## src/rtl/seg_scan_capture.sv

```systemverilog
// Receive side of a multiplexed seven-segment bus: waits for each anode/segment pair
// to settle, decodes it back to a hex nibble and rebuilds the full multi-digit value.
module seg_scan_capture #(
  parameter int N_DIGITS   = 8,
  parameter int SETTLE     = 4,
  parameter bit ACTIVE_LOW = 1'b1
) (
  input  logic                  ck,
  input  logic                  rst,
  input  logic [N_DIGITS-1:0]   an_in,
  input  logic [6:0]            seg_in,
  output logic [4*N_DIGITS-1:0] digits_out,
  output logic [N_DIGITS-1:0]   digit_valid,
  output logic                  frame_done,
  output logic                  pattern_err,
  output logic                  anode_err
);

  localparam int SW = $clog2(SETTLE + 1);
  localparam logic [SW-1:0] STAB_MAX  = SW'(SETTLE);
  localparam logic [SW-1:0] STAB_LAST = SW'(SETTLE - 1);

  typedef enum logic [1:0] {S_WAIT, S_SETTLING, S_SAMPLE, S_HOLD} state_t;

  state_t                state_q, state_d;
  logic [N_DIGITS-1:0]   an_q, an_d;
  logic [6:0]            seg_q, seg_d;
  logic [SW-1:0]         stab_q, stab_d;
  logic [4*N_DIGITS-1:0] digits_q, digits_d;
  logic [N_DIGITS-1:0]   valid_q, valid_d;
  logic [N_DIGITS-1:0]   mask_q, mask_d;
  logic                  frame_q, frame_d;
  logic                  perr_q, perr_d;
  logic                  aerr_q, aerr_d;
  logic                  chg;
  logic [4:0]            dec;

  // Returns {hit, nibble}; 7 and 9 each accept two common segment renderings.
  function automatic logic [4:0] decode(input logic [6:0] seg);
    logic [4:0] r;
    r = 5'h00;
    case (seg)
      7'h3F: r = 5'h10;
      7'h06: r = 5'h11;
      7'h5B: r = 5'h12;
      7'h4F: r = 5'h13;
      7'h66: r = 5'h14;
      7'h6D: r = 5'h15;
      7'h7D: r = 5'h16;
      7'h07, 7'h27: r = 5'h17;
      7'h7F: r = 5'h18;
      7'h6F, 7'h67: r = 5'h19;
      7'h77: r = 5'h1A;
      7'h7C: r = 5'h1B;
      7'h39: r = 5'h1C;
      7'h5E: r = 5'h1D;
      7'h79: r = 5'h1E;
      7'h71: r = 5'h1F;
      default: r = 5'h00;
    endcase
    return r;
  endfunction

  always_comb begin
    an_d  = ACTIVE_LOW ? ~an_in : an_in;
    seg_d = ACTIVE_LOW ? ~seg_in : seg_in;
    chg   = ({an_d, seg_d} != {an_q, seg_q});
    if (chg)
      stab_d = '0;
    else if (stab_q == STAB_MAX)
      stab_d = stab_q;
    else
      stab_d = stab_q + 1'b1;

    // A fresh pair can only reach SAMPLE directly from a change when SETTLE is 1.
    state_d = S_WAIT;
    if (an_d == '0)
      state_d = S_WAIT;
    else if (chg)
      state_d = (stab_d == STAB_LAST) ? S_SAMPLE : S_WAIT;
    else if (state_q == S_SAMPLE || state_q == S_HOLD)
      state_d = S_HOLD;
    else if (stab_d == STAB_LAST)
      state_d = S_SAMPLE;
    else
      state_d = S_SETTLING;
  end

  always_comb begin
    dec      = decode(seg_q);
    digits_d = digits_q;
    valid_d  = valid_q;
    mask_d   = (&mask_q) ? '0 : mask_q;
    frame_d  = &mask_q;
    perr_d   = 1'b0;
    aerr_d   = 1'b0;
    if (state_q == S_SAMPLE) begin
      if ($onehot(an_q)) begin
        if (dec[4]) begin
          for (int i = 0; i < N_DIGITS; i++) begin
            if (an_q[i]) begin
              digits_d[4*i +: 4] = dec[3:0];
              valid_d[i]         = 1'b1;
              mask_d[i]          = 1'b1;
            end
          end
        end else begin
          perr_d = 1'b1;
        end
      end else begin
        aerr_d = 1'b1;
      end
    end
  end

  always_ff @(posedge ck) begin
    if (rst) begin
      an_q     <= '0;
      seg_q    <= '0;
      stab_q   <= '0;
      state_q  <= S_WAIT;
      digits_q <= '0;
      valid_q  <= '0;
      mask_q   <= '0;
      frame_q  <= 1'b0;
      perr_q   <= 1'b0;
      aerr_q   <= 1'b0;
    end else begin
      an_q     <= an_d;
      seg_q    <= seg_d;
      stab_q   <= stab_d;
      state_q  <= state_d;
      digits_q <= digits_d;
      valid_q  <= valid_d;
      mask_q   <= mask_d;
      frame_q  <= frame_d;
      perr_q   <= perr_d;
      aerr_q   <= aerr_d;
    end
  end

  assign digits_out  = digits_q;
  assign digit_valid = valid_q;
  assign frame_done  = frame_q;
  assign pattern_err = perr_q;
  assign anode_err   = aerr_q;

endmodule

```

## config.mk

```make
export PLATFORM = sky130hd
export DESIGN_NAME = seg_scan_capture
export DESIGN_NICKNAME = d
export VERILOG_FILES = /design/src/rtl/seg_scan_capture.sv
export SDC_FILE = /design/constraint.sdc
export NUM_CORES = 1
export LEC_CHECK = 0
export ABC_AREA = 1
export BUFFER_PORTS_ARGS = -buffer_cell sky130_fd_sc_hd__buf_2
export CORE_MARGIN = 2
export CORE_UTILIZATION = 47
export CTS_CLUSTER_DIAMETER = 100
export DETAILED_ROUTE_END_ITERATION = 16
export PLACE_DENSITY_LB_ADDON = 0.05
export REMOVE_ABC_BUFFERS = 1
export SYNTH_ARGS = -nofsm -noshare
export SYNTH_HDL_FRONTEND = slang
export SYNTH_SLANG_ARGS = --single-unit
```

## constraint.sdc

```tcl
create_clock -name ck -period 4 [get_ports ck]
set_clock_uncertainty 0.05 [all_clocks]
set_input_delay 0.2 -clock ck [delete_from_list [all_inputs] [get_ports ck]]
set_output_delay 0.2 -clock ck [all_outputs]
set_load 0.02 [all_outputs]
```

### Yosys cells after proc, flatten, opt, wreduce, memory -nomap -nowiden

Cells that the tools add are included.
Widths: inputs -> output; s select.

| storage, ports and cells | value |
|---|---|
| register bits | 71 |
| input bits | 17 |
| output and inout bits | 43 |

| operators by class | value |
|---|---|
| add/subtract/negate cells | 8 |
| equality and inequality tests | 24 |
| mux-type cells | 21 |
| bitwise operators | 4 |
| reductions and logical operators | 16 |

Operator list:

| kind | number |
|---|---|
| $eq 7x7->1 const B | 13 |
| $pmux 5 s16 | 1 |
| $mux 8 | 4 |
| $reduce_and 4->1 | 8 |
| $eq 7x6->1 const B | 3 |
| $ne 15x15->1 | 1 |
| $eq 7x3->1 const B | 2 |
| $mux 1 | 10 |
| $add 1x1->2 | 4 |
| $logic_not 8->1 | 1 |
| $mux 2 | 4 |
| $not 8->8 | 1 |
| $reduce_and 8->1 | 1 |
| $reduce_or 2->1 | 4 |
| $not 7->7 | 1 |
| $add 2x2->3 | 2 |
| $mux 3 | 2 |
| $add 3x3->4 | 1 |
| $eq 2x2->1 const B | 2 |
| $eq 4x1->1 const B | 1 |
| $add 3x1->3 const B | 1 |
| $eq 3x2->1 const B | 1 |
| $eq 3x3->1 const B | 1 |
| $reduce_or 3->1 | 1 |
| 2 further kinds | 3 |

### Longest topological paths before layout

Gate-level depths: netlist of run 1.

| logic depth | value |
|---|---|
| depth after elaboration | 7 |
| depth in mapped cells | 19 |
| mapped depth without buffers | 19 |

### Worst setup path after synthesis of run 1

OpenSTA, ideal clock, no wires.

| timing | value |
|---|---|
| path kind | register to register |
| start | register an_q[0] |
| end | register digits_q[4], in the netlist digits_out[4] |
| setup time | 0.112 ns |
| data arrival time | 3.419 ns |
| required time | 3.838 ns |
| slack | 0.420 ns |
| cell stages (with the launch flop) | 18 |
| cells stage by stage | dfxtp_1 inv_1 fa_1 fa_1 fa_1 inv_1 ha_1 inv_1 fa_1 nand2_1 nor2_1 nand2_1 nor2_1 inv_1 nor2_1 nand3_1 nand2_1 nor2_1 |

| on the way | value |
|---|---|
| cells in the longest elaborated chain, start to end | 5 |

RTL lines:

| what | RTL line | source |
|---|---|---|
| start: declaration | 26 | `logic [N_DIGITS-1:0] an_q, an_d;` |
| start signal: assignment | 129 | `an_q <= an_d;` |
| $add 1x1->2 (implied by the code) | 98 | `if ($onehot(an_q)) begin` |
| $add 2x2->3 (implied by the code) | 98 |  |
| $add 3x3->4 (implied by the code) | 98 |  |
| $eq 4x1->1 | 98 |  |
| $reduce_and 4->1 (no source line) | -- |  |
| end signal: assignment | 133 | `digits_q <= digits_d;` |
| end: declaration | 29 | `logic [4*N_DIGITS-1:0] digits_q, digits_d;` |

Every way passes these cells.
A chain may end at the register's enable or synchronous reset.

### Final worst setup path of run 1

| timing | value |
|---|---|
| start | register an_q[0] |
| end | register digits_q[5], in the netlist digits_out[5] |

The elaborated chain is that of the path after synthesis.

==> flow_metrics.tcl, run 1 <==
set metrics [dict create \
    status "complete, no violations" \
    synth_simple_gate_area_frac 0.376 \
    pwr_density_cell_nw_per_um2 361 \
    worst_skew_pair.late_latency_ps 340 \
    numCtsBuffers 9 \
    insertedDiodeCount 0 \
    slowest_stage "fa_1" \
    die_w_um 86.8 \
    ios 60 \
    tns_ps 0 \
    reg2reg_depth 19 \
    io_buffer_count 59 \
    hold_depth 2 \
    initial_core_util 0.480 \
    hold_viol_final 0 \
    ir_worst_vdd_v 0.000171 \
    nets 559 \
    dpl.hpwl_mm 5.19 \
    clk_pin_slew_worst_paths_ps 80 \
    slew_violations 0 \
    total_power_uw 1440 \
    drc 0 \
    cts_sinks 71 \
    synth-xor-area-share 0.0353 \
    final_core_util 0.596 \
    p_switching_uw 358 \
    wirelength_mm 7.53 \
    pwr-share-seq 0.501 \
    synth_top_family_by_area "simple AND/OR/NAND/NOR gates" \
    ys.warnings.count 0 \
    rows 30 \
    finalSetupViolCount 0 \
    drive_above_1_share 0.220 \
    finalWorstPathRequiredPeriod_ps 3800 \
    tightest_slew_ps 712 \
    synthMuxAreaShare 0 \
    endpoint_kind "flip-flop" \
    critical-path-max-stage-delay_ps 570 \
    timing.rr.start "an_q[0]" \
    p_int_uw 1090 \
    avgSynthCellArea_um2 7.10 \
    regToRegSetupSlack_ps 200 \
    ys_ff_latch 71 \
    leakage_uw 0.00191 \
    syn_inst 454 \
    grt-ovfl-total 0 \
    drtIter0Drc 116 \
    critPathArrivalTime_ps 4030 \
    grt_usage 0.215 \
    first_global_vias 2740 \
    slew_headroom 0.524 \
    routedWlPerCell_um 12.2 \
    via_per_inst 4.90 \
    firstDrtPassIters 4 \
    fin_crit_sh 0.949 \
    layout_common_cells "nor2_1, nand2_1, dfxtp_1" \
    combPwrFrac 0.087 \
    die_area_um2 7540 \
    die_height_um 86.8 \
    cts_tree "built" \
    worst_ep_required_time_ps 4230 \
    maxCapViolCount 0 \
    seq_area_frac_synth 0.441 \
    path_class "reg -> reg" \
    hold_path.class "in -> reg" \
    hold_end "an_q[1]" \
    via_count 3024 \
    layout_commonest_cell "nor2_1" \
    worstReg2RegEnd "digits_out[5]" \
    clock_power_share 0.412 \
    max_freq_mhz 263 \
    swShare 0.248 \
    synth-compound-area-share 0.0345 \
    whs_ps 17.2 \
    critPathLaunchType "flip-flop" \
    clockBufferDepth 2 \
    path_max_fanout 7 \
    postRouteAntennaNets 0 \
    path_cells "inv_1 > fa_1 > fa_1 > fa_1 > inv_1 > ha_1 > inv_1 > fa_1 > nand2_1 > nor2_1 > nand2_1 > nor2_4 > inv_4 > nor2_1 > buf_4 > nand2_4 > inv_2 > nor2_1 > nor2_1" \
    cts-root-buf "clkbuf_8" \
    worstHoldStart "an_in[1]" \
    synth_adder_area_share 0.0442 \
    h-tree-depth 3 \
    syn-cell-area_um2 3220 \
    coreArea_um2 6720 \
    synthToLayoutAreaGrowth_pct 24.1 \
    antenna_found_initial 0 \
    grt_max_degree 44 \
    ys_types 26 \
    grt_pass1_wl_mm 12.7 \
    place_congestion 0.887 \
]
-- what timing repair did --
item,in CTS,in global routing
endpoints found under the setup margin,0,39
hold buffers,14,0
gates resized for setup,0,21
hold endpoints to repair,14,0
buffers inserted,0,1
-- critical path, delay by kind of cell (launching register included) --
family / cells / cell delay, ps
buf+inv: 6 / 580
fa+ha+maj: 5 / 2050
flops: 1 / 340
simple gates: 8 / 690
-- per-layer routing --
metal / part of all wire / wire [um] / track usage
met5: 0 / 0 / 0
met4: 0.0076 / 57 / 0.0781
met3: 0.054 / 410 / 0.0486
met2: 0.46 / 3490 / 0.339
met1: 0.47 / 3570 / 0.289
-- flip-flops by register name, summed over array words and instances, names as in the netlist --
register / flops
seg_q: 7
digits_out: 32
state_q: 2
mask_q: 8
digit_valid: 8
anode_err: 1
an_q: 8
pattern_err: 1
stab_q: 3
frame_done: 1
-- kinds of logic (layout without fill, tap and decap cells) --
group	Yosys count	after routing
AND/OR/NAND/NOR	284	284
flip-flops	71	71
buffers and inverters	55	138
AO/OA/AOI/OAI	22	22
XOR/XNOR	13	13
adder cells (fa/ha/maj)	9	9
-- worst max path at each step --
stage          startpoint  cells after the start       endpoint
3_3_place_gp      an_q[0]                     18  digits_out[3]
6_report          an_q[0]                     19  digits_out[5]
3_5_place_dp      an_q[0]                     18  digits_out[3]
2_1_floorplan     an_q[0]                     17  digits_out[4]
4_1_cts           an_q[0]                     18  digits_out[3]
5_1_grt           an_q[0]                     19  digits_out[5]
-- Yosys cell counts, drive strengths merged --
cell type | number | share of area
xor2 | 3 | 0.0082
a31oi | 1 | 0.0019
nor4 | 1 | 0.0019
fa | 4 | 0.025
nand3b | 1 | 0.0023
xnor2 | 10 | 0.027
ha | 5 | 0.019
nor2 | 127 | 0.15
buf | 3 | 0.0085
or2 | 4 | 0.0078
a21oi | 21 | 0.033
nand4 | 9 | 0.017
inv | 44 | 0.051
clkbuf | 7 | 0.0082
nand3 | 36 | 0.056
clkinv | 1 | 0.0012
and3 | 1 | 0.0019
nand2 | 105 | 0.13
dfxtp | 71 | 0.44
-- cell type report --
class | instances | area, um^2
fill | 640 | 2720
multi-input combinational | 328 | 1630
sequential | 71 | 1420
timing repair buffer | 78 | 473
inverter | 45 | 171
clock buffer | 11 | 151
tap | 80 | 100
clock inverter | 4 | 55.1
-- through the flow --
| stage | cells | cell area (um^2) | setup WS, ps |
|---|---|---|---|
| after floorplan | 444 | 3170 | 402 |
| after global placement | 587 | 3600 | 170 |
| after detailed placement | 587 | 3600 | 50.8 |
| after CTS | 616 | 3940 | 55.9 |
| after global routing | 617 | 4000 | -6.68 |
| final | 617 | 4000 | 202 |
-- power by group through the flow --
stage               Combinational, uW  Sequential (uW)  Clock [uW]
floorplan                        72.2              738           0
global placement                  108              740           0
detailed placement                111              740           0
CTS                               122              723         608
global route                      142              725         636
finish                            126              723         596
Note: power is estimated with default switching activity, not from simulation.
==> run 2: changes to the inputs <==
Settings changed: CORE_ASPECT_RATIO set to 1.1.
Clock period 4 ns to 4.21 ns, I/O delays scaled along.
==> run 2 against run 1 <==
Compared with the run above: clock power rose by 1%; utilization fell by 0.75 points; non-clock buffer count fell by 8; largest power group unchanged; highest routed layer unchanged.
==> flow_metrics.tcl, run 2 (synthesis gave the netlist of run 1 again) <==
set metrics [dict create \
    status "complete, no violations" \
    pwr-share-seq 0.491 \
    met3_usage 0.0530 \
    grt_usage 0.205 \
    place_congestion 0.811 \
    grt-ovfl-total 0 \
    h-tree-depth 3 \
    cts-root-buf "clkbuf_8" \
    wirelength_mm 7.18 \
    swShare 0.243 \
    pwr_density_cell_nw_per_um2 359 \
    final.setup.worst_slack_ps 271 \
    antenna_found_initial 0 \
    io_buffer_count 59 \
    postRouteAntennaNets 0 \
    cts_sinks 71 \
    clock_power_share 0.431 \
    critPathLaunchType "flip-flop" \
    layout_commonest_cell "nor2_1" \
    via_count 2935 \
    finalNonFillerCells 612 \
    grt_pass1_wl_mm 12.6 \
    drc 0 \
    slew_headroom 0.441 \
    fin_crit_sh 0.936 \
    maxCapViolCount 0 \
    nets 551 \
    critical-path-max-stage-delay_ps 560 \
    path_max_fanout 7 \
    crit_family "adder cells" \
    met2_usage 0.333 \
    p_int_uw 1060 \
    slowest_stage "fa_1" \
    tns_ps 0 \
    layout_common_cells "nor2_1, nand2_1, dfxtp_1" \
    clk_pin_slew_worst_paths_ps 70 \
    ir_worst_vdd_v 0.000242 \
    grt_use_met1 0.251 \
    die_w_um 83.0 \
    p_switching_uw 339 \
    combPwrFrac 0.078 \
    die_height_um 90.9 \
    numCtsBuffers 9 \
    via_per_inst 4.80 \
    worst_skew_pair.late_latency_ps 350 \
    critPathBufInv 4 \
    grt_max_degree 44 \
    rows 31 \
    regToRegSetupSlack_ps 270 \
    tightest_slew_ps 839 \
    total_power_uw 1400 \
    worst_ep_required_time_ps 4350 \
    initial_core_util 0.486 \
    hold_viol_final 0 \
    rsz0062_at_grt "yes" \
    largest_reg_flops 32 \
    critPathArrivalTime_ps 4080 \
    endpoint_kind "flip-flop" \
    drtIter0Drc 115 \
    grt_busiest_layer "met2" \
    first_global_vias 2862 \
    hold_path.class "in -> reg" \
    insertedDiodeCount 0 \
    cts_setup_buffers 0 \
    finalWorstPathRequiredPeriod_ps 3940 \
    cts_tree "built" \
    routedWlPerCell_um 11.7 \
    synthToLayoutAreaGrowth_pct 21.0 \
    leakage_uw 0.00189 \
    slew_violations 0 \
    dpl.hpwl_mm 5.11 \
    die_area_um2 7540 \
    pre_cts_ws_ps 279 \
    drive_above_1_share 0.194 \
    ios 60 \
    max_freq_mhz 254 \
    clockBufferDepth 2 \
    firstDrtPassIters 4 \
    path_cells "inv_1 > fa_1 > fa_1 > fa_1 > inv_1 > ha_1 > inv_1 > fa_1 > nand2_1 > nor2_1 > nand2_1 > nor2_1 > inv_1 > nor2_1 > nand2_4 > nand2_1 > a21oi_1" \
    finalSetupViolCount 0 \
    coreArea_um2 6630 \
    post-place-cells 586 \
    path_class "reg -> reg" \
]
## run 2: cell count changes in the layout (fill, tap and decap cells not counted), sizes merged
| cell | previous run | this run |
|---|---|---|
| inv | 44 | 45 |
| clkinv | 3 | 5 |
| bufinv | 1 | 2 |
| buf | 64 | 60 |
| dlygate4sd3 | 14 | 10 |
| clkinvlp | 1 | 0 |
| clkbuf | 11 | 9 |
## run 2: what timing repair did
action,CTS,global route
hold buffers,9,1
resized for setup,0,2
hold endpoints to repair,9,1
endpoints found under the setup margin,0,28
## run 2: final timing paths
check | start | to | depth (start not counted)
min | an_in[2] | an_q[2] | 2
min reg2reg | digits_out[6] | digits_out[6] | 2
max | an_q[0] | digits_out[14] | 17
max reg2reg | an_q[0] | digits_out[14] | 17
## run 2: cell type report
type / instances / area (um^2)
clock buffer: 9 / 124
clock inverter: 7 / 96.3
fill: 664 / 2730
inverter: 45 / 169
multi-input combinational: 328 / 1590
sequential: 71 / 1420
tap: 82 / 103
timing repair buffer: 70 / 403
## run 2: stage by stage
stage	hold WS, ps	util	instance area (um^2)
after floorplan	227	-	3170
after global placement	343	0.539	3580
after detailed placement	349	0.539	3580
after CTS	0.0264	0.586	3890
after global routing	2.51	0.588	3900
final	8.88	0.588	3900
## run 2: worst reg2reg max path: cells and delay by family (launching register included)
kind	cells	cell delay (ps)
simple gates	7	920
flops	1	340
compound gates	1	60
buf+inv	4	360
fa+ha+maj	5	2070
## run 2: per-layer routing
layer	up-vias	part of all wire
met3	15	0.050
met2	73	0.46
li1	1546	-
met4	0	0.027
met1	1301	0.47
met5	-	0
## run 2: power groups by stage
stage	sequential, uW	combinational, uW	clock (uW)
final	687	110	602
after detailed placement	703	103	0
after CTS	687	109	612
after floorplan	701	68.6	0
after global routing	688	128	645
after global placement	703	102	0
==> run 3: changes to the inputs <==
Settings changed: GPL_TIMING_DRIVEN set to 0.
==> run 3 against run 2 <==
Compared with the run above: sequential share of layout area increased by 0.33 points; power decreased by 8.5%; non-clock buffer count decreased by 3; register-to-register slack improved by 20 ps; flip-flop and latch count unchanged; cell area decreased by 0.90%; clock power decreased by 20%; sequential power about the same; die area unchanged; via count increased by 0.85%.
==> flow_metrics.tcl, run 3 (synthesis gave the netlist of run 1 again) <==
set metrics [dict create \
    die_height_um 90.9 \
    tightest_slew_ps 883 \
    h-tree-depth 3 \
    via_per_inst 4.86 \
    wirelength_mm 7.23 \
    finalWorstPathRequiredPeriod_ps 3920 \
    worst_skew_pair.late_latency_ps 340 \
    slew_violations 0 \
    cts-root-buf "clkbuf_8" \
    hold_path.class "in -> reg" \
    rsz0062_at_grt "no" \
    initial_core_util 0.486 \
    fillers 664 \
    ir_worst_vdd_v 0.000236 \
    cts_tree "built" \
    place_congestion 0.846 \
    status "complete, no violations" \
    drc 0 \
    design_area_um2 3870 \
    die_w_um 83.0 \
    coreArea_um2 6630 \
    worstHoldStart "an_in[4]" \
    pwr_density_cell_nw_per_um2 331 \
    tns_ps 0 \
    numCtsBuffers 9 \
    post_dp_cell_area_um2 3570 \
    worst_ep_required_time_ps 4400 \
    die_area_um2 7540 \
    path_class "reg -> reg" \
    grt-ovfl-total 0 \
    grt_usage 0.203 \
    synthToLayoutAreaGrowth_pct 19.9 \
    fin_crit_sh 0.931 \
    slew_headroom 0.411 \
    clk_pin_slew_worst_paths_ps 80 \
    first_global_vias 2826 \
    critPathLaunchType "flip-flop" \
    postRouteAntennaNets 0 \
    maxCapViolCount 0 \
    path_max_fanout 7 \
    grt_max_degree 44 \
    clockBufferDepth 2 \
    drtIter0Drc 116 \
    critPathArrivalTime_ps 4110 \
    finalSetupViolCount 0 \
    antenna_found_initial 0 \
    whs_ps 11.0 \
    layout_common_cells "nor2_1, nand2_1, dfxtp_1" \
    rows 31 \
    hold_depth 2 \
    timing.rr.start "an_q[0]" \
    largest_reg_flops 32 \
    leakage_uw 0.00185 \
    endpoint_kind "flip-flop" \
    routedWlPerCell_um 11.9 \
    via_count 2960 \
    cp-startpoint "an_q[0]" \
    cts_sinks 71 \
    hold_viol_final 0 \
    io_buffer_count 59 \
    dpl.hpwl_mm 5.04 \
    max_freq_mhz 255 \
    firstDrtPassIters 4 \
    grt_pass1_wl_mm 12.4 \
    layout_commonest_cell "nor2_1" \
    drive_above_1_share 0.209 \
    reg2reg_depth 17 \
    nets 548 \
    ios 60 \
    insertedDiodeCount 0 \
]
==> run 3: changes by cell type in the layout (fill, tap and decap cells not counted) <==
cell / delta
inv_1: -2
clkinv_2: +1
dlygate4sd3_1: -2
nor2_4: +5
clkinvlp_4: +1
buf_4: -1
inv_2: +2
bufinv_16: -2
nor2_1: -6
nor2_2: +1
==> run 3: area by class of cell <==
type	instances	area [um^2]	share of cell area
Clock buffer	9	124	0.0320
Inverter	45	169	0.0437
Tap cell	82	103	0.0265
Clock inverter	7	48.8	0.0126
Multi-Input combinational cell	328	1630	0.420
Timing Repair Buffer	67	375	0.0971
Sequential cell	71	1420	0.368
==> run 3: stage by stage <==
| stage | total power, uW | setup WS, ps | cells | utilization |
|---|---|---|---|---|
| 2_1_floorplan | 770 | 612 | 444 | - |
| 3_3_place_gp | 803 | 190 | 585 | 0.538 |
| 3_5_place_dp | 806 | 131 | 585 | 0.538 |
| 4_1_cts | 1290 | 96.4 | 609 | 0.576 |
| 5_1_grt | 1340 | 7.80 | 609 | 0.583 |
| 6_report | 1280 | 293 | 609 | 0.583 |
==> run 3: power breakdown <==
group / switching, uW / total (uW) / internal, uW
Combinational: 67.2 / 111 / 44.0
Clock: 267 / 481 / 214
Sequential: 8.86 / 687 / 679
Total: 343 / 1280 / 937
==> run 3: metal layers <==
| metal | part of all wire | vias up | GRT usage |
|---|---|---|---|
| met2 | 0.47 | 70 | 0.345 |
| met5 | 0 | - | 0 |
| li1 | - | 1545 | - |
| met3 | 0.041 | 18 | 0.0420 |
| met1 | 0.46 | 1327 | 0.242 |
| met4 | 0.029 | 0 | 0.105 |
==> run 3: repair_timing <==
item,4_1_cts,5_1_grt
setup buffers,0,0
endpoints found under the setup margin,0,39
gates resized for setup,0,15
endpoints found under the hold margin,8,0
hold buffers,8,0
==> run 3: path summary, 6_finish.rpt <==
kind              endpoint  slack, ps
max reg2reg  digits_out[4]        290
min reg2reg  digits_out[6]        410
max          digits_out[4]        290
min                an_q[4]         10
==> run 3: worst max-delay path: stages (launching register included) <==
cell and delay (ps):
dfxtp_1 360, inv_1 110, fa_1 560, fa_1 420
fa_1 430, inv_1 70, ha_1 160, inv_1 60
fa_1 470, nand2_1 50, nor2_1 110, nand2_1 100
nor2_2 140, inv_2 150, nor2_2 270, nand3_1 120
nand2_1 100, nor2_1 70
